===== config.mk =====
export PLATFORM = sky130hd
export DESIGN_NAME = pc_unit
export DESIGN_NICKNAME = d
export VERILOG_FILES = /design/src/rtl/pc_pkg.sv /design/src/rtl/pc_ras.sv /design/src/rtl/pc_unit.sv
export SDC_FILE = /design/constraint.sdc
export NUM_CORES = 1
export LEC_CHECK = 0
export CAP_MARGIN = 20
export CORE_MARGIN = 1.5
export CORE_UTILIZATION = 40
export DETAILED_ROUTE_END_ITERATION = 7
export DONT_BUFFER_PORTS = 1
export PLACE_DENSITY_LB_ADDON = 0.25
export SETUP_SLACK_MARGIN = 0.5
export SLEW_MARGIN = 20
export SYNTH_ARGS = -nofsm -noshare
export SYNTH_HDL_FRONTEND = slang
export SYNTH_SLANG_ARGS = --single-unit

===== constraint.sdc =====
create_clock -name clk -period 1.95 [get_ports clk]
set_input_delay 0.2925 -clock clk [delete_from_list [all_inputs] [get_ports clk]]
set_output_delay 0.2925 -clock clk [all_outputs]
set_load 0.02 [all_outputs]

===== src/rtl/pc_pkg.sv =====
// Shared types and helpers for the program-counter block.
// Redirect-select enum, default width, and the redirect priority encoder.
package pc_pkg;

   localparam int DEFAULT_ADDR_W = 8;

   typedef enum logic [2:0] {
      SEL_HOLD,
      SEL_RET,
      SEL_CALL,
      SEL_JUMP,
      SEL_BRANCH,
      SEL_SEQ
   } sel_e;

   // Fixed priority: stall > ret > call > jump > branch > sequential.
   function automatic sel_e pc_sel(input logic stall, input logic ret,
                                   input logic call, input logic jump,
                                   input logic branch);
      if (stall)       return SEL_HOLD;
      else if (ret)    return SEL_RET;
      else if (call)   return SEL_CALL;
      else if (jump)   return SEL_JUMP;
      else if (branch) return SEL_BRANCH;
      else             return SEL_SEQ;
   endfunction

endpackage


===== src/rtl/pc_ras.sv =====
// Return-address stack: circular LIFO. A push while full overwrites the
// oldest entry; a pop while empty is ignored and flagged. Falling-edge,
// synchronous active-low reset.
module pc_ras #(
   parameter int ADDR_W    = 8,
   parameter int RAS_DEPTH = 4
) (
   input  logic              clk,
   input  logic              reset,
   input  logic              push,
   input  logic              pop,
   input  logic [ADDR_W-1:0] push_data,
   output logic [ADDR_W-1:0] top_data,
   output logic              empty,
   output logic              full,
   output logic              ovf,
   output logic              unf
);

   localparam int PW = $clog2(RAS_DEPTH);
   localparam int CW = PW + 1;
   localparam logic [CW-1:0] DEPTH_C = CW'(RAS_DEPTH);

   logic [RAS_DEPTH-1:0][ADDR_W-1:0] mem_q;
   logic [PW-1:0]                    wptr_q;   // next slot to write
   logic [PW-1:0]                    top_idx;
   logic [CW-1:0]                    cnt_q;
   logic                             ovf_q, unf_q;

   // Pointer wraps naturally because depth is a power of two.
   assign top_idx  = wptr_q - PW'(1);
   assign top_data = mem_q[top_idx];
   assign empty    = (cnt_q == '0);
   assign full     = (cnt_q == DEPTH_C);
   assign ovf      = ovf_q;
   assign unf      = unf_q;

   // Storage: contents need no reset, count alone defines validity.
   always_ff @(negedge clk) begin
      if (reset && push) mem_q[wptr_q] <= push_data;
   end

   // Pointer, occupancy count and one-cycle status pulses.
   always_ff @(negedge clk) begin
      if (!reset) begin
         wptr_q <= '0;
         cnt_q  <= '0;
         ovf_q  <= 1'b0;
         unf_q  <= 1'b0;
      end else begin
         ovf_q <= push && full;
         unf_q <= pop && empty;
         if (push) begin
            wptr_q <= wptr_q + PW'(1);
            if (!full) cnt_q <= cnt_q + CW'(1);
         end else if (pop && !empty) begin
            wptr_q <= top_idx;
            cnt_q  <= cnt_q - CW'(1);
         end
      end
   end

endmodule


===== src/rtl/pc_unit.sv =====
// Program counter for the fetch path: stall, relative branch, absolute jump
// and call/return through pc_ras. State updates on the falling edge.
// Optional macro PC_WRAP_FLAG_EN adds a sticky wrap_flag output that sets
// when a sequential step or branch carries/borrows past the address width.
module pc_unit
   import pc_pkg::*;
#(
   parameter int                ADDR_W    = DEFAULT_ADDR_W,
   parameter int                STEP      = 1,
   parameter logic [ADDR_W-1:0] RESET_VEC = '0,
   parameter int                RAS_DEPTH = 4
) (
   input  logic              clk,
   input  logic              reset,
   input  logic              stall,
   input  logic              branch_en,
   input  logic [ADDR_W-1:0] branch_off,
   input  logic              jump_en,
   input  logic [ADDR_W-1:0] jump_addr,
   input  logic              call_en,
   input  logic              ret_en,
   output logic [ADDR_W-1:0] read_addr,
   output logic [ADDR_W-1:0] next_addr,
   output logic              ras_empty,
   output logic              ras_full,
   output logic              ras_ovf,
   output logic              ras_unf
`ifdef PC_WRAP_FLAG_EN
   ,
   output logic              wrap_flag
`endif
);

   localparam logic [ADDR_W-1:0] STEP_C = ADDR_W'(STEP);

   logic [ADDR_W-1:0] pc_q, pc_d;
   logic [ADDR_W-1:0] seq_pc, br_pc, top_data;
   logic              push, pop;
   sel_e              sel;

   assign sel    = pc_sel(stall, ret_en, call_en, jump_en, branch_en);
   assign seq_pc = pc_q + STEP_C;
   // Branch offset is relative to the current PC, not PC+STEP.
   assign br_pc  = pc_q + branch_off;

   // Stack is only touched outside reset; reset clears it anyway.
   assign push = reset && (sel == SEL_CALL);
   assign pop  = reset && (sel == SEL_RET);

   pc_ras #(
      .ADDR_W   (ADDR_W),
      .RAS_DEPTH(RAS_DEPTH)
   ) u_ras (
      .clk      (clk),
      .reset    (reset),
      .push     (push),
      .pop      (pop),
      .push_data(seq_pc),
      .top_data (top_data),
      .empty    (ras_empty),
      .full     (ras_full),
      .ovf      (ras_ovf),
      .unf      (ras_unf)
   );

   // Next-PC mux; reset dominates so next_addr shows RESET_VEC during reset.
   always_comb begin
      pc_d = pc_q;
      if (!reset) begin
         pc_d = RESET_VEC;
      end else begin
         unique case (sel)
            SEL_HOLD:   pc_d = pc_q;
            SEL_RET:    pc_d = ras_empty ? seq_pc : top_data;
            SEL_CALL:   pc_d = jump_addr;
            SEL_JUMP:   pc_d = jump_addr;
            SEL_BRANCH: pc_d = br_pc;
            default:    pc_d = seq_pc;
         endcase
      end
   end

   // PC register.
   always_ff @(negedge clk) begin
      pc_q <= pc_d;
   end

   assign read_addr = pc_q;
   assign next_addr = pc_d;

`ifdef PC_WRAP_FLAG_EN
   logic wrap_hit, wrap_q;

   // Carry on a forward step shows as a smaller result; a borrow on a
   // negative branch shows as a larger one.
   always_comb begin
      wrap_hit = 1'b0;
      if (reset) begin
         if (sel == SEL_SEQ)
            wrap_hit = (seq_pc < pc_q);
         else if (sel == SEL_BRANCH)
            wrap_hit = branch_off[ADDR_W-1] ? (br_pc > pc_q) : (br_pc < pc_q);
      end
   end

   // Sticky wrap indicator, cleared only by reset.
   always_ff @(negedge clk) begin
      if (!reset)        wrap_q <= 1'b0;
      else if (wrap_hit) wrap_q <= 1'b1;
   end

   assign wrap_flag = wrap_q;
`endif

endmodule


==> results_dict.tcl, run 1 <==
set metrics [dict create \
    diodes 0 \
    min_path_type "register to register" \
    die_w_um 83.06 \
    max_slew_margin 0.6405 \
    violations "setup timing" \
    synth_cells 218 \
    overflow 0 \
    ys_types 54 \
    io_buffers 0 \
    clock-sinks 47 \
    fin_cells 414 \
    antenna_found_initial 0 \
    nets 375 \
    synth-edff-count 32 \
    synth_area_leaders "edfxtp_1, dfxtp_1, mux4_2" \
    cts_tree "done" \
    multi_input_area_um2 1555 \
    grt_pass1_wl_um 11140 \
    ios 43 \
    fillCellCount 465 \
    ys_top_cells_by_count "edfxtp_1, nand2_1, dfxtp_1" \
    grt_max_degree 17 \
    status "finished with violations" \
    rsz0062_at_grt "yes" \
    p_per_area_nw_per_um2 780.2 \
    die_area_um2 6898 \
    end_kind "output port" \
    cts_max_level 2 \
    cts_made_buffers 5 \
    insertion_delay_ns 0.38 \
    synthToLayoutAreaGrowth_pct 54.32 \
    syn_avg_cell_area_um2 11.76 \
    ctsLongestPathBuffers 2 \
    netlist_area_um2 2564 \
    drive_gt1_frac 0.5162 \
    drc_errors 0 \
    first_pass_iters 4 \
    synth_top_area_frac 0.3748 \
    finalHoldViolations 0 \
    wl_per_cell_um 17.42 \
    peakVddDrop_mv 0.6192 \
    fin_skew_ns 0.01884 \
    vias 2209 \
    setup-violations-final 58 \
    syn_nets 255 \
    max_slew.worst_pin.slew_ns 0.5351 \
    synth_top_cell_by_area "edfxtp_1" \
    dp_cells 350 \
    floorplan.initialDensity 0.4230 \
    async_flop_share 0 \
    p_leak_nw 1.656 \
    yosysSeqAreaShare 0.4919 \
    grt_usage 0.2107 \
    synthMostInstantiatedCell "edfxtp_1" \
    viasPerCell 5.336 \
    cts_hold_buf 0 \
    yosys_warnings 0 \
    cp-start-kind "register" \
    cts.clk_slew.worst_paths_ns 0.03 \
    arrival_ns 3.11 \
    core-area_um2 6061 \
    utilization 0.6528 \
    routed_wl_um 7213 \
    fin_ws_ns -1.456 \
    crit_fanout 3 \
    drv_slew 0 \
    post-dp-hpwl_um 4934 \
    gp_congestion 0.7963 \
    required_ns 1.66 \
    regArea_um2 1306 \
    maxCapViolCount 0 \
    postRouteAntennaNets 0 \
    dieHeight_um 83.06 \
    grt_pass1_vias 2384 \
    ys_ff_latch 47 \
    rows 28 \
    synth_flop_cell "edfxtp_1" \
    crit_type "register to output port" \
    drtIter0Drc 117 \
    cts-root-buf "clkbuf_8" \
]
-- placed cells by master, fill, tap and decap left out, types with 5 or more instances in the layout --
master,count
o21ai_0,5
and2_4,5
mux4_2,8
buf_4,48
buf_6,23
clkbuf_8,5
nand2_2,6
a21oi_1,7
nor2_1,10
edfxtp_1,32
xnor2_1,6
dfxtp_4,11
inv_1,52
nand2_1,14
ha_1,7
-- flip-flops by register name (all words and copies together) (netlist names) --
name          count
u_ras.mem_q      32
read_addr         8
u_ras.cnt_q       3
u_ras.wptr_q      2
u_ras.ovf         1
u_ras.unf         1
-- final timing paths --
| check | start | end | slack (ns) | depth (start not counted) |
|---|---|---|---|---|
| max reg2reg | read_addr[0] | read_addr[6] | 0.04 | 7 |
| max | read_addr[0] | next_addr[6] | -1.46 | 7 |
| min | u_ras.cnt_q[1] | u_ras.cnt_q[1] | 0.61 | 3 |
| min reg2reg | u_ras.cnt_q[1] | u_ras.cnt_q[1] | 0.61 | 3 |
-- per-stage QoR --
stage                     total power, W  hold WS (ns)  worst slack [ns]  instance area, um^2  setup TNS, ns
after floorplan                 0.001809        0.4785            -1.098                 2808         -24.83
after global placement          0.002062        0.5793            -1.095                 3328         -26.94
after detailed placement        0.002070        0.5866            -1.124                 3328         -27.24
after CTS                       0.003055        0.5905            -1.468                 3799         -16.90
after global routing            0.003302        0.6564            -1.588                 3956         -19.40
final                           0.003087        0.6137            -1.456                 3956         -17.50
-- worst max-delay path, stage by stage (launching register included) --
cell	delay, ns
dfxtp_4	0.34
ha_4	0.16
fa_2	0.36
a211oi_2	0.18
o21bai_1	0.09
a21oi_1	0.16
xor2_1	0.12
o32ai_4	0.36
-- cells by family after synthesis --
kind of cell,synth area share
adder cells (fa/ha/maj),0.07418
AND/OR/NAND/NOR,0.1391
multiplexers,0.07028
XOR/XNOR,0.05125
AO/OA/AOI/OAI,0.1318
buffers and inverters,0.04148
flip-flops,0.4919
-- power breakdown --
part / switching (W) / internal, W
Combinational: 0.000445 / 0.000482
Clock: 0.000613 / 0.000385
Sequential: 0.0000423 / 0.00112
-- final cells by class --
class	instances	area share
Clock buffer	5	0.01739
Clock inverter	50	0.05028
Inverter	12	0.01613
Multi-Input combinational cell	151	0.3931
Sequential cell	47	0.3302
Tap cell	75	0.02372
Timing Repair Buffer	74	0.1692
-- layer usage --
layer / share of wire / vias to the layer above / global-route usage
met5: 0 / - / 0
met1: 0.42 / 1072 / 0.2314
met2: 0.51 / 72 / 0.3459
met3: 0.051 / 12 / 0.09443
li1: - / 1053 / -
met4: 0.014 / 0 / 0.1045
-- what timing repair did --
action,4_1_cts,5_1_grt
setup buffers,4,6
setup endpoints to repair,83,89
pin swaps,25,19
gates resized for setup,43,26
gates cloned,0,0
No activity file was read; power rests on OpenSTA's default activity.
==> inputs of run 2 (changes only) <==
SYNTH_HIERARCHICAL = 1   (was not set)
==> run 2 against run 1 <==
Net effect:
- the flow still finishes with violations (setup timing)
- synthesized area is 0.54% higher
- clock skew is 0.0035 ns higher
- register-to-register slack worse by 0.07 ns
- routed wire length is 1.2% lower
- critical endpoint is now next_addr[4]
- setup slack worse by 0.043 ns
- non-clock buffer count stayed put
- cell area is 4.1% higher
- hold slack worse by 0.0083 ns
- total power is 11% lower
==> results_dict.tcl, run 2 <==
set metrics [dict create \
    crit_buf_inv 0 \
    yosysSeqAreaShare 0.4893 \
    drv_slew 0 \
    final_common_cell "inv_1" \
    drive_gt1_frac 0.5029 \
    cts-root-buf "clkbuf_8" \
    fin_area_um2 4120 \
    io_buffers 0 \
    violations "setup timing" \
    synth_top_cell_by_area "edfxtp_1" \
    async_flop_share 0 \
    required_ns 1.66 \
    synthMostInstantiatedCell "edfxtp_1" \
    max_stage_delay_ns 0.37 \
    gp_congestion 0.8373 \
    largest_register_ffs 32 \
    grt_usage 0.2048 \
    routed_wl_um 7126 \
    drc_errors 0 \
    fillCellCount 477 \
    whs_path_depth 3 \
    synthToLayoutAreaGrowth_pct 59.85 \
    max_slew.worst_pin.slew_ns 0.5396 \
    rsz0062_at_grt "yes" \
    synth_cells 226 \
    grt_pass1_vias 2284 \
    core-area_um2 6277 \
    wl_per_cell_um 16.93 \
    insertion_delay_ns 0.38 \
    path_delay_family "compound AO/OA/AOI/OAI gates" \
    hp-start "u_ras/wptr_q[1]" \
    post-dp-hpwl_um 4928 \
    cts.clk_slew.worst_paths_ns 0.04 \
    synth_top_area_frac 0.3728 \
    clock-sinks 47 \
    netlist_area_um2 2577 \
    ctsLongestPathBuffers 2 \
    cts_max_level 2 \
    final_cell_mix "inv_1, buf_4, edfxtp_1, buf_6, nand2_1" \
    crit_fanout 3 \
    rr_endpoint "read_addr[5]" \
    regMostFlops "u_ras/mem_q" \
    setup-violations-final 62 \
    p_per_area_nw_per_um2 666.3 \
    cp_slowest_cell "fa_2" \
    synth-edff-count 32 \
    crit_path_cell_trace "ha_4 -> fa_2 -> a21o_1 -> a21oi_2 -> xnor2_1 -> a222oi_1 -> a21oi_2" \
    arrival_ns 3.16 \
    rows 29 \
    fin_ws_ns -1.499 \
    vias 2237 \
    ys_types 49 \
    diodes 0 \
    end_kind "output port" \
    r2r_setup_slack_ns -0.03 \
    status "finished with violations" \
    r2r_start "u_ras/wptr_q[0]" \
    cpMostUsedCell "a21oi_2" \
    maxCapViolCount 0 \
    power_w 0.002745 \
    antenna_found_initial 0 \
    ys_top_cells_by_count "edfxtp_1, dfxtp_1, nand2_1" \
    grt_max_degree 25 \
    cts_hold_buf 0 \
    syn_nets 263 \
    nets 380 \
    peakVddDrop_mv 0.3859 \
    overflow 0 \
    max_slew_margin 0.6395 \
    ys_ff_latch 47 \
    finalHoldViolations 0 \
    die_area_um2 6934 \
    cts_made_buffers 5 \
    die_w_um 83.27 \
    crit_type "register to output port" \
    cts_tree "done" \
    dieHeight_um 83.27 \
    whs_endpoint "u_ras/wptr_q[1]" \
    yosys_warnings 6 \
    grt_pass1_wl_um 11040 \
    postRouteAntennaNets 0 \
    synth_flop_cell "edfxtp_1" \
    ios 43 \
    dpl_cell_area_um2 3374 \
    first_pass_iters 5 \
    cp-start-kind "register" \
    floorplan.initialDensity 0.4106 \
    ff2ff_path_depth 7 \
    syn_avg_cell_area_um2 11.40 \
    drtIter0Drc 107 \
    min_path_type "register to register" \
    p_leak_nw 1.792 \
    viasPerCell 5.314 \
    hold_slack_ns 0.6053 \
    synth_area_leaders "edfxtp_1, dfxtp_1, mux4_2" \
    fin_skew_ns 0.02236 \
]
[run 2: cell count changes in the layout (fill, tap and decap cells not counted), moves of 4 or more]
cell and delta:
nand2_2 -5, nor2_1 -4, and3_4 +6, buf_6 -5
a21o_1 +4
[run 2: worst max path at each step]
stage / end / startpoint / cells past startpoint / slack, ns
floorplan: next_addr[6] / u_ras/wptr_q[0] / 8 / -1.17
global placement: next_addr[6] / read_addr[0] / 7 / -1.11
detailed placement: next_addr[4] / read_addr[0] / 7 / -1.15
CTS: next_addr[4] / read_addr[0] / 7 / -1.52
global route: next_addr[4] / read_addr[0] / 7 / -1.58
finish: next_addr[4] / read_addr[0] / 7 / -1.50
[run 2: where the power goes]
group / internal [W] / switching [W]
Combinational: 0.000343 / 0.000299
Sequential: 0.00109 / 0.0000230
Clock: 0.000385 / 0.000602
Total: 0.00182 / 0.000924
[run 2: worst min-delay path, cell delays in order, from the launching register on]
cell and delay, ns:
dfxtp_1 0.31, buf_4 0.14, o21ai_2 0.05, a21oi_1 0.05
[run 2: through the flow]
stage | utilization | cells | setup slack [ns] | setup TNS, ns
6_report | 0.6564 | 421 | -1.499 | -19.48
3_5_place_dp | 0.5376 | 352 | -1.146 | -31.26
5_1_grt | 0.6564 | 421 | -1.585 | -21.06
2_1_floorplan | - | 226 | -1.167 | -27.07
4_1_cts | 0.6197 | 412 | -1.522 | -19.33
3_3_place_gp | 0.5376 | 352 | -1.110 | -30.43
[run 2: timing repair]
item	CTS	global route
setup endpoints to repair	83	86
pin swaps	22	17
gates resized for setup	46	34
buffers inserted	7	9
[run 2: cell type report]
cell class | count | area, um^2 | area share
Tap cell | 77 | 96.34 | 0.02338
Inverter | 12 | 61.31 | 0.01488
Clock buffer | 5 | 68.82 | 0.01670
Clock inverter | 50 | 200.2 | 0.04859
Timing Repair Buffer | 74 | 690.7 | 0.1676
Multi-Input combinational cell | 156 | 1695 | 0.4115
Sequential cell | 47 | 1308 | 0.3173
[run 2: per-layer routing]
metal	up-vias	track usage	share of wire
met1	1089	0.2721	0.45
li1	1083	-	-
met3	7	0.07058	0.048
met5	-	0	0
met2	58	0.3134	0.50
met4	0	0.06970	0.0084
[run 2: logic make-up (layout without fill, tap and decap cells)]
kind of cell / Yosys count / after routing / share of synthesized area
AO/OA/AOI/OAI: 56 / 56 / 0.1456
multiplexers: 14 / 14 / 0.09466
XOR/XNOR: 12 / 12 / 0.04078
adder cells (fa/ha/maj): 14 / 14 / 0.07379
buffers and inverters: 23 / 141 / 0.03495
flip-flops: 47 / 47 / 0.4893
AND/OR/NAND/NOR: 60 / 60 / 0.1209
